==> src/rtl/usb_tx.sv <==
`default_nettype none
// ============================================================================
// usb_tx : full-speed USB transmit serializer (SYNC, NRZI, bit stuffing, EOP)
// Revision: 1.0
// ============================================================================
module usb_tx (
  input  logic       clk48,
  input  logic       rst_n,
  input  logic [7:0] tx_data,
  input  logic       tx_last,
  input  logic       tx_valid,
  output logic       tx_ready,
  output logic       usb_dp_out,
  output logic       usb_dn_out,
  output logic       usb_oe,
  output logic       busy,
  output logic       tx_err
);

  localparam logic [1:0] S_IDLE = 2'd0;
  localparam logic [1:0] S_SYNC = 2'd1;
  localparam logic [1:0] S_DATA = 2'd2;
  localparam logic [1:0] S_EOP  = 2'd3;

  logic [1:0] state, state_nxt;
  logic [1:0] phase;
  logic [2:0] bit_idx;
  logic [2:0] ones;
  logic [7:0] shifter, hold_data;
  logic       shift_last, hold_last, hold_full;
  logic       line_j;
  logic       err_q;

  logic boundary, stuff_now, byte_end, to_eop, underflow;
  logic load_now, send_bit, data_bit, accept, se0;

  // bit_idx: SYNC = bit on the line, DATA = next shifter bit (0 = byte done),
  // EOP = symbol index (0,1 = SE0, 2 = J)
  always_comb begin
    boundary  = (phase == 2'd3);
    stuff_now = (state == S_DATA) && (ones == 3'd6);
    byte_end  = (state == S_DATA) && (bit_idx == 3'd0) && !stuff_now;
    to_eop    = boundary && byte_end && (shift_last || !hold_full);
    underflow = boundary && byte_end && !shift_last && !hold_full;
    load_now  = boundary && (((state == S_SYNC) && (bit_idx == 3'd7)) ||
                             (byte_end && !shift_last && hold_full));
    send_bit  = boundary && ((state == S_SYNC) ||
                             ((state == S_DATA) && !stuff_now && !to_eop));
    if (load_now)
      data_bit = hold_data[0];
    else if (state == S_SYNC)
      data_bit = (bit_idx == 3'd6);
    else
      data_bit = shifter[bit_idx];
    tx_ready  = (!hold_full || load_now) && (state != S_EOP);
    accept    = tx_valid && tx_ready;
  end

  always_ff @(posedge clk48 or negedge rst_n) begin
    if (!rst_n)
      state <= S_IDLE;
    else
      state <= state_nxt;
  end

  always_comb begin
    state_nxt = state;
    case (state)
      S_IDLE:  if (hold_full) state_nxt = S_SYNC;
      S_SYNC:  if (load_now) state_nxt = S_DATA;
      S_DATA:  if (to_eop) state_nxt = S_EOP;
      S_EOP:   if (boundary && (bit_idx == 3'd2)) state_nxt = S_IDLE;
      default: state_nxt = S_IDLE;
    endcase
  end

  always_comb begin
    se0        = (state == S_EOP) && (bit_idx != 3'd2);
    busy       = (state != S_IDLE);
    usb_oe     = busy;
    usb_dp_out = !se0 && line_j;
    usb_dn_out = !se0 && !line_j;
    tx_err     = err_q;
  end

  always_ff @(posedge clk48 or negedge rst_n) begin
    if (!rst_n) begin
      phase      <= 2'd0;
      bit_idx    <= 3'd0;
      ones       <= 3'd0;
      shifter    <= 8'd0;
      shift_last <= 1'b0;
      hold_data  <= 8'd0;
      hold_last  <= 1'b0;
      hold_full  <= 1'b0;
      line_j     <= 1'b1;
      err_q      <= 1'b0;
    end else begin
      err_q <= underflow;

      if (accept) begin
        hold_data <= tx_data;
        hold_last <= tx_last;
        hold_full <= 1'b1;
      end else if (load_now) begin
        hold_full <= 1'b0;
      end

      if (load_now) begin
        shifter    <= hold_data;
        shift_last <= hold_last;
      end

      if (state == S_IDLE) begin
        phase <= 2'd0;
        // first SYNC bit is a 0, so the line leaves J for K
        if (hold_full) begin
          line_j  <= 1'b0;
          ones    <= 3'd0;
          bit_idx <= 3'd0;
        end
      end else begin
        phase <= phase + 2'd1;
        if (send_bit) begin
          if (!data_bit)
            line_j <= !line_j;
          ones    <= data_bit ? ones + 3'd1 : 3'd0;
          bit_idx <= load_now ? 3'd1 : bit_idx + 3'd1;
        end else if (boundary && stuff_now) begin
          line_j <= !line_j;
          ones   <= 3'd0;
        end else if (to_eop) begin
          line_j  <= 1'b1;
          bit_idx <= 3'd0;
          ones    <= 3'd0;
        end else if (boundary && (state == S_EOP)) begin
          if (bit_idx == 3'd2) begin
            bit_idx    <= 3'd0;
            shift_last <= 1'b0;
          end else begin
            bit_idx <= bit_idx + 3'd1;
          end
        end
      end
    end
  end

endmodule
`default_nettype wire
==> config.mk <==
export PLATFORM = sky130hd
export DESIGN_NAME = usb_tx
export DESIGN_NICKNAME = d
export VERILOG_FILES = /design/src/rtl/usb_tx.sv
export SDC_FILE = /design/constraint.sdc
export NUM_CORES = 1
export LEC_CHECK = 0
export CAP_MARGIN = 10
export CORE_ASPECT_RATIO = 1.2
export CORE_MARGIN = 2
export CORE_UTILIZATION = 30
export DETAILED_ROUTE_END_ITERATION = 6
export PLACE_DENSITY = 0.57
export SLEW_MARGIN = 20
export SYNTH_ARGS = -nofsm -noshare
export SYNTH_HDL_FRONTEND = slang
export SYNTH_SLANG_ARGS = --single-unit
export TNS_END_PERCENT = 1
==> constraint.sdc <==
create_clock -name clk48 -period 2.01 [get_ports clk48]
set_input_delay 0.402 -clock clk48 [delete_from_list [all_inputs] [get_ports clk48]]
set_output_delay 0.402 -clock clk48 [all_outputs]
set_load 0.01 [all_outputs]
# Yosys cells after proc, flatten, opt, wreduce, memory -nomap -nowiden
# Index checks and enable logic that the tools add are counted.
# totals
memories,0
latchBits,0
register_bits,31
romBits,0
ramBits,0
# op_classes
mul,0
n_shift,0
reduce_logical,42
muxes,38
order_cmp,1
div_mod_pow,0
eq_ne,16
bitwise_logic,0
n_addsub,3
# op_table
operator,n
$mux W3,13
$logic_and A1 B1 Y1,22
$mux W1,18
$mux W2,5
$ne A2 B2 Y1 const B,5
$eq A3 B3 Y1 const B,3
$pmux W2 S4,1
$reduce_bool A4 Y1,2
$add A3 B1 Y3 const B,2
$eq A2 B2 Y1 const B,3
$logic_not A1 Y1,6
$ne A3 B2 Y1 const B,2
$reduce_and A3 Y1,2
$logic_or A1 B1 Y1,4
$lt A3 B4 Y1 const B,1
$reduce_and A4 Y1,1
$reduce_bool A2 Y1,2
$bmux W1 S3,1
$eq A3 B2 Y1 const B,1
$logic_not A3 Y1,1
$ne A3 B3 Y1 const B,1
$add A2 B1 Y2 const B,1
$eq A2 B1 Y1 const B,1
$logic_not A2 Y1,1
$reduce_and A2 Y1,1

# Logic depth before layout (Yosys ltp)
# Gate-level depths: netlist of run 1.
# logic_depth
depth_word,15
depth_mapped,9

# Worst setup path before layout of run 1
# No wires, ideal clock.
# synth_timing
kind,flip-flop to flip-flop
start,register bit_idx[0]
end,register hold_data[0]
stages_incl_launch_ff,10
arrival_ns,2.023
t_required_ns,1.882
path_buffers,2
setup_slack_ns,-0.141
setup_time_ns,0.128
path_cell_list,dfrtp_1 -> buf_2 -> inv_1 -> ha_1 -> nand4b_4 -> o31a_1 -> buf_2 -> a21oi_4 -> nand2_4 -> mux2_1
# synth_via
elab_chain_cells,10
# synth_rtl
item,line_no,text
from (decl),27,logic [2:0] bit_idx;
from (signal assigned),128,bit_idx <= load_now ? 3'd1 : bit_idx + 3'd1;
from (signal assigned),141,bit_idx <= bit_idx + 3'd1;
$logic_not A3 Y1,42,byte_end = (state == S_DATA) && (bit_idx == 3'd0) && !stuff_now;
$logic_and A1 B1 Y1 (2 in a row),42,
$logic_and A1 B1 Y1 (2 in a row),46,(byte_end && !shift_last && hold_full));
$logic_or A1 B1 Y1 (*),45,load_now = boundary && (((state == S_SYNC) && (bit_idx == 3'd7)) ||
$logic_and A1 B1 Y1 (*),45,
$logic_or A1 B1 Y1 (*),55,tx_ready = (!hold_full || load_now) && (state != S_EOP);
$logic_and A1 B1 Y1 (*),55,
via tx_ready,12,"output logic tx_ready,"
$logic_and A1 B1 Y1 (*),56,accept = tx_valid && tx_ready;
to (signal assigned),102,hold_data <= tx_data;
to (decl),29,"logic [7:0] shifter, hold_data;"
# Mark *: on every way through the listed nets, which the timed path passes. The rest lies on a longest branch.
# A chain may end at the register's enable or synchronous reset.

# Worst setup path after layout of run 1
# layout_timing
start,register ones[1]
end,register line_j
# layout_via
elab_chain_cells,12
# layout_rtl
item,line_no,text
from (decl),28,logic [2:0] ones;
from (signal assigned),127,ones <= data_bit ? ones + 3'd1 : 3'd0;
$eq A3 B3 Y1 (*),41,stuff_now = (state == S_DATA) && (ones == 3'd6);
$logic_and A1 B1 Y1 (*),41,
$logic_not A1 Y1,"42, 48",
$logic_and A1 B1 Y1,42,
$logic_and A1 B1 Y1 (2 in a row),43,to_eop = boundary && byte_end && (shift_last || !hold_full);
$logic_not A1 Y1,48,((state == S_DATA) && !stuff_now && !to_eop));
$logic_and A1 B1 Y1,48,
$logic_or A1 B1 Y1,47,send_bit = boundary && ((state == S_SYNC) ||
$logic_and A1 B1 Y1,47,
$ne A3 B2 Y1 (no line) (tied with other cells),-,
$reduce_and A3 Y1 (no line) or $mux W1 (tied branches),-,
to (signal assigned),126,line_j <= !line_j;
to (signal assigned),130,line_j <= !line_j;
to (decl),31,logic line_j;
# Mark *: on every way between the ends. The rest lies on a longest branch, timed or not.

==> results of run 1 <==
cell usage in the layout (no fill, tap or decap), types with 2 or more instances in the layout:
master,n
a21oi_1,6
a22o_1,2
a31oi_1,2
buf_4,37
buf_6,2
clkbuf_2,2
clkbuf_8,7
clkdlybuf4s50_1,12
dfrtp_1,30
dlygate4sd2_1,2
ha_1,6
ha_2,4
ha_4,2
inv_1,8
inv_2,3
mux2_1,10
mux2i_1,3
nand2_1,29
nand3_1,3
nand3b_1,2
nor2_1,4
nor2b_1,3
o21ai_0,4
o21ai_2,2
o31ai_1,3
per-stage QoR:
step / TNS (ns) / instances / hold slack [ns]
3_5_place_dp: -0.656 / 274 / 0.456
4_1_cts: -0.309 / 282 / 0.471
2_1_floorplan: -0.690 / 163 / 0.106
5_1_grt: -0.505 / 284 / 0.491
6_report: -0.104 / 284 / 0.468
3_3_place_gp: -0.411 / 274 / 0.448
final timing paths:
kind / slack, ns / to
worst max-delay path: -0.10 / line_j
worst min-delay path: 0.47 / shifter[7]
worst max register to register: -0.10 / line_j
worst min register to register: 0.47 / shifter[7]
max in group asynchronous: 1.18 / line_j
min in group asynchronous: 0.52 / ones[2]
tightest hold or removal path: stages (launching register included):
cell	delay (ns)
dfrtp_1	0.34
nand2_1	0.05
nand2_1	0.05
cell type report:
| cell class | count | area, µm² |
|---|---|---|
| Clock buffer | 7 | 96.3 |
| Fill cell | 535 | 3210 |
| Timing Repair Buffer | 56 | 453 |
| Inverter | 11 | 41.3 |
| Multi-Input combinational cell | 114 | 927 |
| Clock inverter | 1 | 7.51 |
| Tap cell | 64 | 80.1 |
| Sequential cell | 31 | 777 |
per-layer routing:
metal	GRT usage [%]	wire (µm)	share of wire, %	up-vias
li1	-	-	-	684
met1	15.8	1630	44	670
met2	21.5	1850	50	37
met3	3.37	164	4.4	7
met4	6.06	55	1.5	0
met5	0	0	0	-
power by group through the flow:
stage               Combinational [mW]  Sequential (mW)  Clock (mW)
finish                           0.109            0.703       0.555
global route                     0.121            0.707       0.591
CTS                              0.114            0.704       0.572
detailed placement               0.114            0.716           0
global placement                 0.111            0.715           0
floorplan                       0.0541            0.711           0
flip-flops by register name, summed over array words and instances, names as in the netlist:
signal	cells
hold_data	8
shift_last	1
line_j	1
shifter	8
hold_last	1
hold_full	1
state	2
ones	3
tx_err	1
phase	2
bit_idx	3
cells by family (layout without fill, tap and decap cells):
| kind of cell | Yosys count | count (layout) | share of synthesized area, % |
|---|---|---|---|
| AOI/OAI and AO/OA | 36 | 36 | 15.8 |
| adders and majority gates | 12 | 12 | 8.77 |
| buffers and inverters | 18 | 75 | 4.53 |
| DFF | 31 | 31 | 45.4 |
| muxes | 15 | 15 | 10.3 |
| and+or+nand+nor | 51 | 51 | 15.2 |
repair_timing:
| action | in CTS | in global routing |
|---|---|---|
| resized for setup | 14 | 16 |
| setup buffers | 0 | 2 |
| setup endpoints to repair | 14 | 21 |
| cloned | 0 | 0 |
| pin swaps | 1 | 6 |
==> impl_metrics.env, run 1 <==
export IMPL_synthDominantCellAreaShare_pct=43.9
export IMPL_setup_viol=2
export IMPL_die_width_um=73.0
export IMPL_synth_area_leaders="dfrtp_1 (44%), ha_1 (8.8%), mux2_1 (6.6%), nand2_1 (6.4%), inv_1 (2.4%)"
export IMPL_rows=30
export IMPL_grt_pass1_wl_um=6300
export IMPL_ys_types=45
export IMPL_violations="negative setup slack"
export IMPL_first_global_vias=1397
export IMPL_ys_seq_elements=31
export IMPL_drc=0
export IMPL_synth_flop_cell="dfrtp_1"
export IMPL_synth_top_area_cell="dfrtp_1"
export IMPL_drtAntennaViolNets=0
export IMPL_yosys_warnings=0
export IMPL_grt_usage_pct=13.0
export IMPL_min_period_ns=2.11
export IMPL_status="complete, but fails checks"
export IMPL_power_frac_clock_pct=40.6
export IMPL_wl_per_cell_um=13.0
export IMPL_holdPathStages=2
export IMPL_max_vdd_ir_drop_mv=0.366
export IMPL_drt_total_wl_um=3700
export IMPL_p_leak_nw=1.13
export IMPL_clkSinkCount=31
export IMPL_async_flop_share_pct=100
export IMPL_placed_area_um2=2210
export IMPL_synth_edf_count=0
export IMPL_hold_path_class="register to register"
export IMPL_cp_slowest_cell="dfrtp_1"
export IMPL_switching_share_pct=23.1
export IMPL_ff2ff_path_depth=7
export IMPL_synth_common_cells="dfrtp_1 (30), nand2_1 (29), ha_1 (12), inv_1 (11), mux2_1 (10)"
export IMPL_power_total_mw=1.37
export IMPL_syn_area_um2=1710
export IMPL_synth_avg_cell_area_um2=10.5
export IMPL_design_area_um2=2380
export IMPL_drive_gt1_share_pct=35.0
export IMPL_globalplace_congestion=0.891
export IMPL_yosysMostFrequentCell="dfrtp_1"
export IMPL_p_per_area_nw_per_um2=574
export IMPL_r2r_start="ones[1]"
export IMPL_max_slew_margin_pct=73.3
export IMPL_clk_pin_slew_ns=0.07
export IMPL_io_buffers=17
export IMPL_cp_start_kind="register"
export IMPL_drtIter0Drc=43
export IMPL_worstMarginPinSlew_ns=0.401
export IMPL_rsz0062_at_grt="yes"
export IMPL_syn_num_nets=187
export IMPL_path_buf_inv=1
export IMPL_drv_slew=0
export IMPL_cp_startpoint="ones[1]"
export IMPL_finClkSkew_ns=0.00530
export IMPL_cts_root_buffer="clkbuf_8"
export IMPL_core_area_um2=5590
export IMPL_clk_insertion_delay_late_ns=0.29
export IMPL_numCtsBuffers=5
export IMPL_path_max_fanout=5
export IMPL_clockBufferDepth=2
export IMPL_hold_violations=0
export IMPL_nNetsFinal=243
export IMPL_p_comb_share_pct=8.0
export IMPL_io_pins=18
export IMPL_cpPeakStageDelay_ns=0.38
export IMPL_postCtsHoldBufs=0
export IMPL_path_cells="ha_2 > and2_4 > buf_6 > a311o_1 > a221o_1 > o21ai_1 > mux2_1"
export IMPL_yosysSeqAreaShare_pct=45.4
export IMPL_grt_ovfl_total=0
export IMPL_drt_first_pass_iters=4
export IMPL_critPathArrivalTime_ns=2.33
export IMPL_netSwitchingPower_uw=315
export IMPL_worstSetupEndpointType="register"
export IMPL_antenna_cells=0
export IMPL_grt_antenna_before_repair=0
export IMPL_cts_tree="built"
export IMPL_min_from="shifter[7]"
export IMPL_critPathKind="register to register"
export IMPL_p_int_mw=1.05
export IMPL_p_seq_share_pct=51.4
export IMPL_pre_cts_ws_ns=-0.198
export IMPL_crit_cells=7
export IMPL_vias=1398
export IMPL_clock_fmax_mhz=473
export IMPL_path_delay_family="compound AO/OA/AOI/OAI gates"
export IMPL_place_detailed_hpwl_um=2800
export IMPL_maxCapViolations=0
export IMPL_die_area_um2=6330
export IMPL_required_ns=2.23
export IMPL_htree_levels=2
export IMPL_postSynthCellCount=163
export IMPL_syn2layout_area_growth_pct=39.2
export IMPL_fin_ws_ns=-0.103
export IMPL_grt_max_degree=32
export IMPL_dieHeight_um=86.7
export IMPL_initial_utilization_pct=30.6
export IMPL_vias_per_cell=4.92
export IMPL_fin_util_pct=42.6
export IMPL_post_route_period_util_pct=105
(Power assumes the default switching activity.)
==> run 2: changes to the inputs <==
--- a/config.mk
+++ b/config.mk
@@ -5,12 +5,13 @@
 export SDC_FILE = /design/constraint.sdc
 export NUM_CORES = 1
 export LEC_CHECK = 0
+export ABC_AREA = 1
 export CAP_MARGIN = 10
 export CORE_ASPECT_RATIO = 1.2
 export CORE_MARGIN = 2
 export CORE_UTILIZATION = 30
 export DETAILED_ROUTE_END_ITERATION = 6
-export PLACE_DENSITY = 0.57
+export PLACE_DENSITY = 0.56
 export SLEW_MARGIN = 20
 export SYNTH_ARGS = -nofsm -noshare
 export SYNTH_HDL_FRONTEND = slang
==> constraint.sdc (replaced) <==
create_clock -name clk48 -period 2.5 [get_ports clk48]
set_input_delay 0.5 -clock clk48 [delete_from_list [all_inputs] [get_ports clk48]]
set_output_delay 0.5 -clock clk48 [all_outputs]
set_load 0.01 [all_outputs]
==> run 2 against run 1 <==
Setup slack better by 0.25 ns. Critical path depth is 3 lower. The flow now finishes without violations. First-iteration DRC count is 16% higher. Die area is 0.15% lower. Sequential share of layout area is 4.6 points higher. Worst hold slack worse by 0.044 ns. Clock skew is 0.0013 ns higher. Final cell count is 11% higher. Power is 24% lower. Flip-flop and latch count stayed put. Global-route usage is 0.68 points lower.
==> impl_metrics.env, run 2 <==
export IMPL_drive_gt1_share_pct=14.4
export IMPL_place_detailed_hpwl_um=2500
export IMPL_grt_ovfl_total=0
export IMPL_globalplace_congestion=0.791
export IMPL_cp_slowest_cell="clkdlybuf4s50_1"
export IMPL_cts_root_buffer="clkbuf_8"
export IMPL_r2r_start="ones[1]"
export IMPL_io_buffers=17
export IMPL_synth_flop_cell="dfrtp_1"
export IMPL_max_vdd_ir_drop_mv=0.307
export IMPL_worstSetupEndpointType="primary output"
export IMPL_status="completed"
export IMPL_nNetsFinal=273
export IMPL_cp_start_kind="register"
export IMPL_syn_area_um2=1710
export IMPL_fin_util_pct=37.4
export IMPL_clkSinkCount=31
export IMPL_fillCellCount=587
export IMPL_die_width_um=72.9
export IMPL_path_cells="inv_1 > ha_1 > inv_1 > clkdlybuf4s50_1"
export IMPL_die_area_um2=6320
export IMPL_min_from="phase[0]"
export IMPL_finClkSkew_ns=0.00657
export IMPL_first_global_vias=1347
export IMPL_cpPeakStageDelay_ns=0.58
export IMPL_numCtsBuffers=5
export IMPL_synth_common_cells="nand2_1 (84), dfrtp_1 (30), inv_1 (22), nand3_1 (20)"
export IMPL_synth_avg_cell_area_um2=7.77
export IMPL_rrSetupSlack_ns=0.60
export IMPL_rows=30
export IMPL_rsz0062_at_grt="no"
export IMPL_drc=0
export IMPL_power_frac_clock_pct=37.6
export IMPL_core_area_um2=5590
export IMPL_yosysSeqAreaShare_pct=45.5
export IMPL_switching_share_pct=25.4
export IMPL_dieHeight_um=86.7
export IMPL_grt_antenna_before_repair=0
export IMPL_yosys_warnings=0
export IMPL_synth_top_area_cell="dfrtp_1"
export IMPL_clk_insertion_delay_late_ns=0.28
export IMPL_setup_viol=0
export IMPL_synth_area_leaders="dfrtp_1 (44%), nand2_1 (18%), ha_1 (8.8%), nand3_1 (5.9%), inv_1 (4.8%)"
export IMPL_clock_fmax_mhz=424
export IMPL_r2r_end="ones[0]"
export IMPL_critPathMostFrequentCell="inv_1"
export IMPL_grt_max_degree=32
export IMPL_hold_path_class="register to register"
export IMPL_syn_num_nets=244
export IMPL_p_int_uw=777
export IMPL_finalSetupTns_ns=0
export IMPL_clockBufferDepth=2
export IMPL_p_seq_share_pct=54.5
export IMPL_hold_violations=0
export IMPL_design_area_um2=2090
export IMPL_final_common_cell="nand2_1"
export IMPL_cts_tree="built"
export IMPL_layout_common_cells="nand2_1 (84), dfrtp_1 (29), inv_1 (21)"
export IMPL_synthDominantCellAreaShare_pct=43.9
export IMPL_synth_edf_count=0
export IMPL_vias_per_cell=4.47
export IMPL_min_period_ns=2.36
export IMPL_cp_startpoint="state[1]"
export IMPL_async_flop_share_pct=100
export IMPL_ff2ff_path_depth=11
export IMPL_grt_usage_pct=12.3
export IMPL_drt_total_wl_um=3410
export IMPL_htree_levels=2
export IMPL_multiInputGateArea_um2=803
export IMPL_ys_types=24
export IMPL_syn2layout_area_growth_pct=22.3
export IMPL_p_per_area_nw_per_um2=498
export IMPL_timing_hold_ws_ns=0.424
export IMPL_critPathKind="register to primary output"
export IMPL_path_max_fanout=8
export IMPL_initial_utilization_pct=30.6
export IMPL_holdPathEnd="phase[0]"
export IMPL_max_slew_margin_pct=72.7
export IMPL_ff_latch_area_um2=778
export IMPL_post_route_period_util_pct=94.3
export IMPL_wl_per_cell_um=10.9
export IMPL_worstMarginPinSlew_ns=0.409
export IMPL_drtIter0Drc=50
export IMPL_maxCapViolations=0
export IMPL_p_leak_nw=1.14
export IMPL_io_pins=18
export IMPL_fin_cells=314
export IMPL_yosysMostFrequentCell="nand2_1"
export IMPL_placed_cells=303
export IMPL_critPathArrivalTime_ns=1.86
export IMPL_postSynthCellCount=220
export IMPL_ys_seq_elements=31
export IMPL_netSwitchingPower_uw=264
export IMPL_clk_pin_slew_ns=0.06
export IMPL_drt_first_pass_iters=4
export IMPL_drtAntennaViolNets=0
export IMPL_postCtsHoldBufs=0
export IMPL_grt_pass1_wl_um=6040
export IMPL_antenna_cells=0
export IMPL_placed_area_um2=1980
export IMPL_drv_slew=0
export IMPL_holdPathStages=1
export IMPL_p_comb_share_pct=7.9
export IMPL_vias=1403
export IMPL_required_ns=2.00
export IMPL_top_regs="hold_data (8), shifter (8)"
## run 2: how the worst max path moves through the flow
| stage | end | slack [ns] | cells past startpoint |
|---|---|---|---|
| after floorplan | tx_ready | 0.63 | 11 |
| after global placement | tx_ready | 0.18 | 11 |
| after detailed placement | tx_ready | 0.15 | 11 |
| after CTS | busy | 0.10 | 4 |
| after global routing | busy | 0.02 | 4 |
| final | busy | 0.14 | 4 |
## run 2: routing by layer
metal / track usage [%] / vias up / wire [µm]
met2: 20.8 / 21 / 1630
li1: - / 744 / -
met4: 6.57 / 0 / 87
met3: 2.09 / 7 / 99
met1: 14.9 / 631 / 1590
met5: 0 / - / 0
## run 2: through the flow
| step | setup WS (ns) | power [mW] |
|---|---|---|
| final | 0.143 | 1.04 |
| after CTS | 0.102 | 1.06 |
| after global routing | 0.0228 | 1.10 |
| after floorplan | 0.632 | 0.619 |
| after detailed placement | 0.149 | 0.663 |
| after global placement | 0.182 | 0.660 |
## run 2: power by group through the flow
stage	clock [mW]	sequential [mW]	combinational (mW)
6_report	0.391	0.568	0.0821
5_1_grt	0.420	0.574	0.101
4_1_cts	0.402	0.568	0.0851
3_5_place_dp	0	0.577	0.0860
3_3_place_gp	0	0.576	0.0842
2_1_floorplan	0	0.571	0.0475
## run 2: critical path: cells and delay by family, from the launching register on
family,cells,cell delay [ns]
flip-flops,1,0.39
adder cells (fa/ha/maj),1,0.29
buffers and inverters,3,0.90
## run 2: final cells by class
type	count	share of cell area [%]
inverters	26	4.67
well taps	64	3.83
flip-flops and latches	31	37.2
repair buffers	27	11.6
clock buffers	5	3.29
multi-input cells	158	38.4
clock inverters	3	0.958
## run 2: cells by family after synthesis
logic type | synth area share, %
DFF | 45.5
xor gates and xnor gates | 0.513
and+or+nand+nor | 31.3
AOI/OAI and AO/OA | 6.08
adders and majority gates | 8.78
buffers and inverters | 7.83
## run 2: repair_timing
item | 4_1_cts | 5_1_grt
endpoints found under the setup margin | 3 | 0
buffers inserted | 3 | 0
resized for setup | 7 | 0
endpoints found under the hold margin | 0 | 0
==> run 3: changes to the inputs <==
--- a/config.mk
+++ b/config.mk
@@ -5,13 +5,13 @@
 export SDC_FILE = /design/constraint.sdc
 export NUM_CORES = 1
 export LEC_CHECK = 0
-export ABC_AREA = 1
 export CAP_MARGIN = 10
 export CORE_ASPECT_RATIO = 1.2
 export CORE_MARGIN = 2
 export CORE_UTILIZATION = 30
 export DETAILED_ROUTE_END_ITERATION = 6
-export PLACE_DENSITY = 0.56
+export DONT_BUFFER_PORTS = 1
+export PLACE_DENSITY = 0.55
 export SLEW_MARGIN = 20
 export SYNTH_ARGS = -nofsm -noshare
 export SYNTH_HDL_FRONTEND = slang
==> run 3 against run 2 <==
Critical endpoint is now tx_ready. Power rose by 11%. Largest cell class unchanged. Non-clock buffer count is 22 lower. Core utilization fell by 2.9 points. Routed wire length shrank 0.67%. Largest power group unchanged. Register-to-register slack worse by 0.32 ns. Critical path depth is 1 higher. Combinational power fell by 25%.
==> impl_metrics.env, run 3 (synthesis results as in run 1) <==
export IMPL_multiInputGateArea_um2=860
export IMPL_layout_common_cells="dfrtp_1 (30), nand2_1 (29), inv_1 (11), ha_1 (11), mux2_1 (10)"
export IMPL_drtAntennaViolNets=0
export IMPL_cts_root_buffer="clkbuf_8"
export IMPL_drc=0
export IMPL_fin_cells=233
export IMPL_critPathArrivalTime_ns=1.87
export IMPL_rows=30
export IMPL_rsz0062_at_grt="no"
export IMPL_place_detailed_hpwl_um=2430
export IMPL_worstMarginPinSlew_ns=0.379
export IMPL_min_period_ns=2.37
export IMPL_r2r_start="state[0]"
export IMPL_finClkSkew_ns=0.00308
export IMPL_drv_slew=0
export IMPL_io_pins=18
export IMPL_fillCellCount=539
export IMPL_clockBufferDepth=2
export IMPL_ff_latch_area_um2=777
export IMPL_finalSetupTns_ns=0
export IMPL_vias=1165
export IMPL_drive_gt1_share_pct=14.8
export IMPL_switching_share_pct=21.9
export IMPL_p_int_uw=899
export IMPL_grtUsageMet3_pct=3.26
export IMPL_drtIter0Drc=20
export IMPL_top_regs="hold_data (8), shifter (8)"
export IMPL_wl_per_cell_um=14.5
export IMPL_p_seq_share_pct=49.4
export IMPL_clock_fmax_mhz=422
export IMPL_grt_usage_pct=12.5
export IMPL_vias_per_cell=5.00
export IMPL_required_ns=2.00
export IMPL_grt_max_degree=31
export IMPL_pre_cts_ws_ns=0.216
export IMPL_htree_levels=2
export IMPL_grt_ovfl_total=0
export IMPL_fin_ws_ns=0.128
export IMPL_critPathKind="register to primary output"
export IMPL_grt_pass1_wl_um=5980
export IMPL_clk_insertion_delay_late_ns=0.29
export IMPL_drt_first_pass_iters=4
export IMPL_rrSetupSlack_ns=0.28
export IMPL_ff2ff_path_depth=7
export IMPL_die_area_um2=6330
export IMPL_clkSinkCount=31
export IMPL_final_common_cell="dfrtp_1"
export IMPL_globalplace_congestion=0.837
export IMPL_die_width_um=73.0
export IMPL_clk_pin_slew_ns=0.07
export IMPL_dieHeight_um=86.7
export IMPL_core_area_um2=5590
export IMPL_max_slew_margin_pct=74.5
export IMPL_max_vdd_ir_drop_mv=0.439
export IMPL_numCtsBuffers=5
export IMPL_top_usage_layer="met2"
export IMPL_design_area_um2=1930
export IMPL_post_route_period_util_pct=94.9
export IMPL_r2r_end="line_j"
export IMPL_hold_violations=0
export IMPL_drt_total_wl_um=3390
export IMPL_nNetsFinal=192
export IMPL_p_comb_share_pct=5.3
export IMPL_initial_utilization_pct=30.6
export IMPL_p_per_area_nw_per_um2=598
export IMPL_hold_path_class="input pin to asynchronous set/reset pin"
export IMPL_antenna_cells=0
export IMPL_grt_antenna_before_repair=0
export IMPL_syn2layout_area_growth_pct=12.5
export IMPL_p_leak_nw=0.895
export IMPL_power_total_mw=1.15
export IMPL_first_global_vias=1209
export IMPL_placed_area_um2=1790
export IMPL_grtUsageMet1_pct=16.2
export IMPL_setup_viol=0
export IMPL_placed_cells=224
export IMPL_gr_usage_met2_pct=19.7
export IMPL_maxCapViolations=0
export IMPL_path_max_fanout=8
export IMPL_cp_start_kind="register"
export IMPL_cts_tree="built"
export IMPL_io_buffers=0
export IMPL_power_frac_clock_pct=45.3
export IMPL_status="completed"
export IMPL_worstSetupEndpointType="primary output"
export IMPL_netSwitchingPower_uw=252
run 3: cell types whose count changed in the layout (fill, tap and decap cells not counted), sizes merged, moves of 4 or more:
| cell | change |
|---|---|
| a21oi | +7 |
| o21ai | -8 |
| nand3 | -18 |
| clkdlybuf4s50 | -14 |
| o31ai | +4 |
| mux2 | +11 |
| buf | -5 |
| nor2 | -9 |
| nand2 | -58 |
| inv | -15 |
run 3: final cells by class:
cell class,count,share of cell area (%)
Clock inverter,2,1.82
Tap cell,64,4.16
Clock buffer,6,4.29
Inverter,11,2.14
Timing Repair Buffer,5,2.60
Sequential cell,31,40.4
Multi-Input combinational cell,114,44.6
run 3: critical path, stage by stage (launching register included):
cell and delay, ns:
dfrtp_1 0.40, inv_1 0.13, ha_2 0.30, nand4b_4 0.16
o31a_1 0.36, a21oi_4 0.23
run 3: power by group through the flow:
stage	Sequential, mW	Clock [mW]	Combinational [mW]
floorplan	0.571	0	0.0433
global placement	0.579	0	0.0497
detailed placement	0.580	0	0.0509
CTS	0.570	0.533	0.0642
global route	0.576	0.560	0.0721
finish	0.569	0.521	0.0616
run 3: timing repair:
| action | 4_1_cts | 5_1_grt |
|---|---|---|
| setup buffers | 0 | 0 |
| hold buffers | 1 | 0 |
| endpoints found under the hold margin | 30 | 0 |
| gates resized for setup | 0 | 1 |
| setup endpoints to repair | 0 | 1 |
run 3: worst max-delay path by stage:
stage,startpoint,to,slack (ns),depth (start not counted)
floorplan,bit_idx[0],hold_data[0],0.35,9
global placement,state[0],line_j,0.25,7
detailed placement,state[0],line_j,0.22,7
CTS,state[0],tx_ready,0.04,5
global route,state[0],tx_ready,0.04,5
finish,state[0],tx_ready,0.13,5
run 3: through the flow:
| step | hold WS [ns] | util, % |
|---|---|---|
| after floorplan | 0.204 | - |
| after global placement | 0.206 | 31.9 |
| after detailed placement | 0.206 | 31.9 |
| after CTS | 0.0310 | 34.4 |
| after global routing | 0.0320 | 34.4 |
| final | 0.0316 | 34.4 |
run 3: routing by layer:
layer	up-vias	wire length (µm)	part of all wire (%)
met2	16	1690	50
met1	570	1550	46
li1	575	-	-
met5	-	0	0
met4	0	57	1.7
met3	4	86	2.5
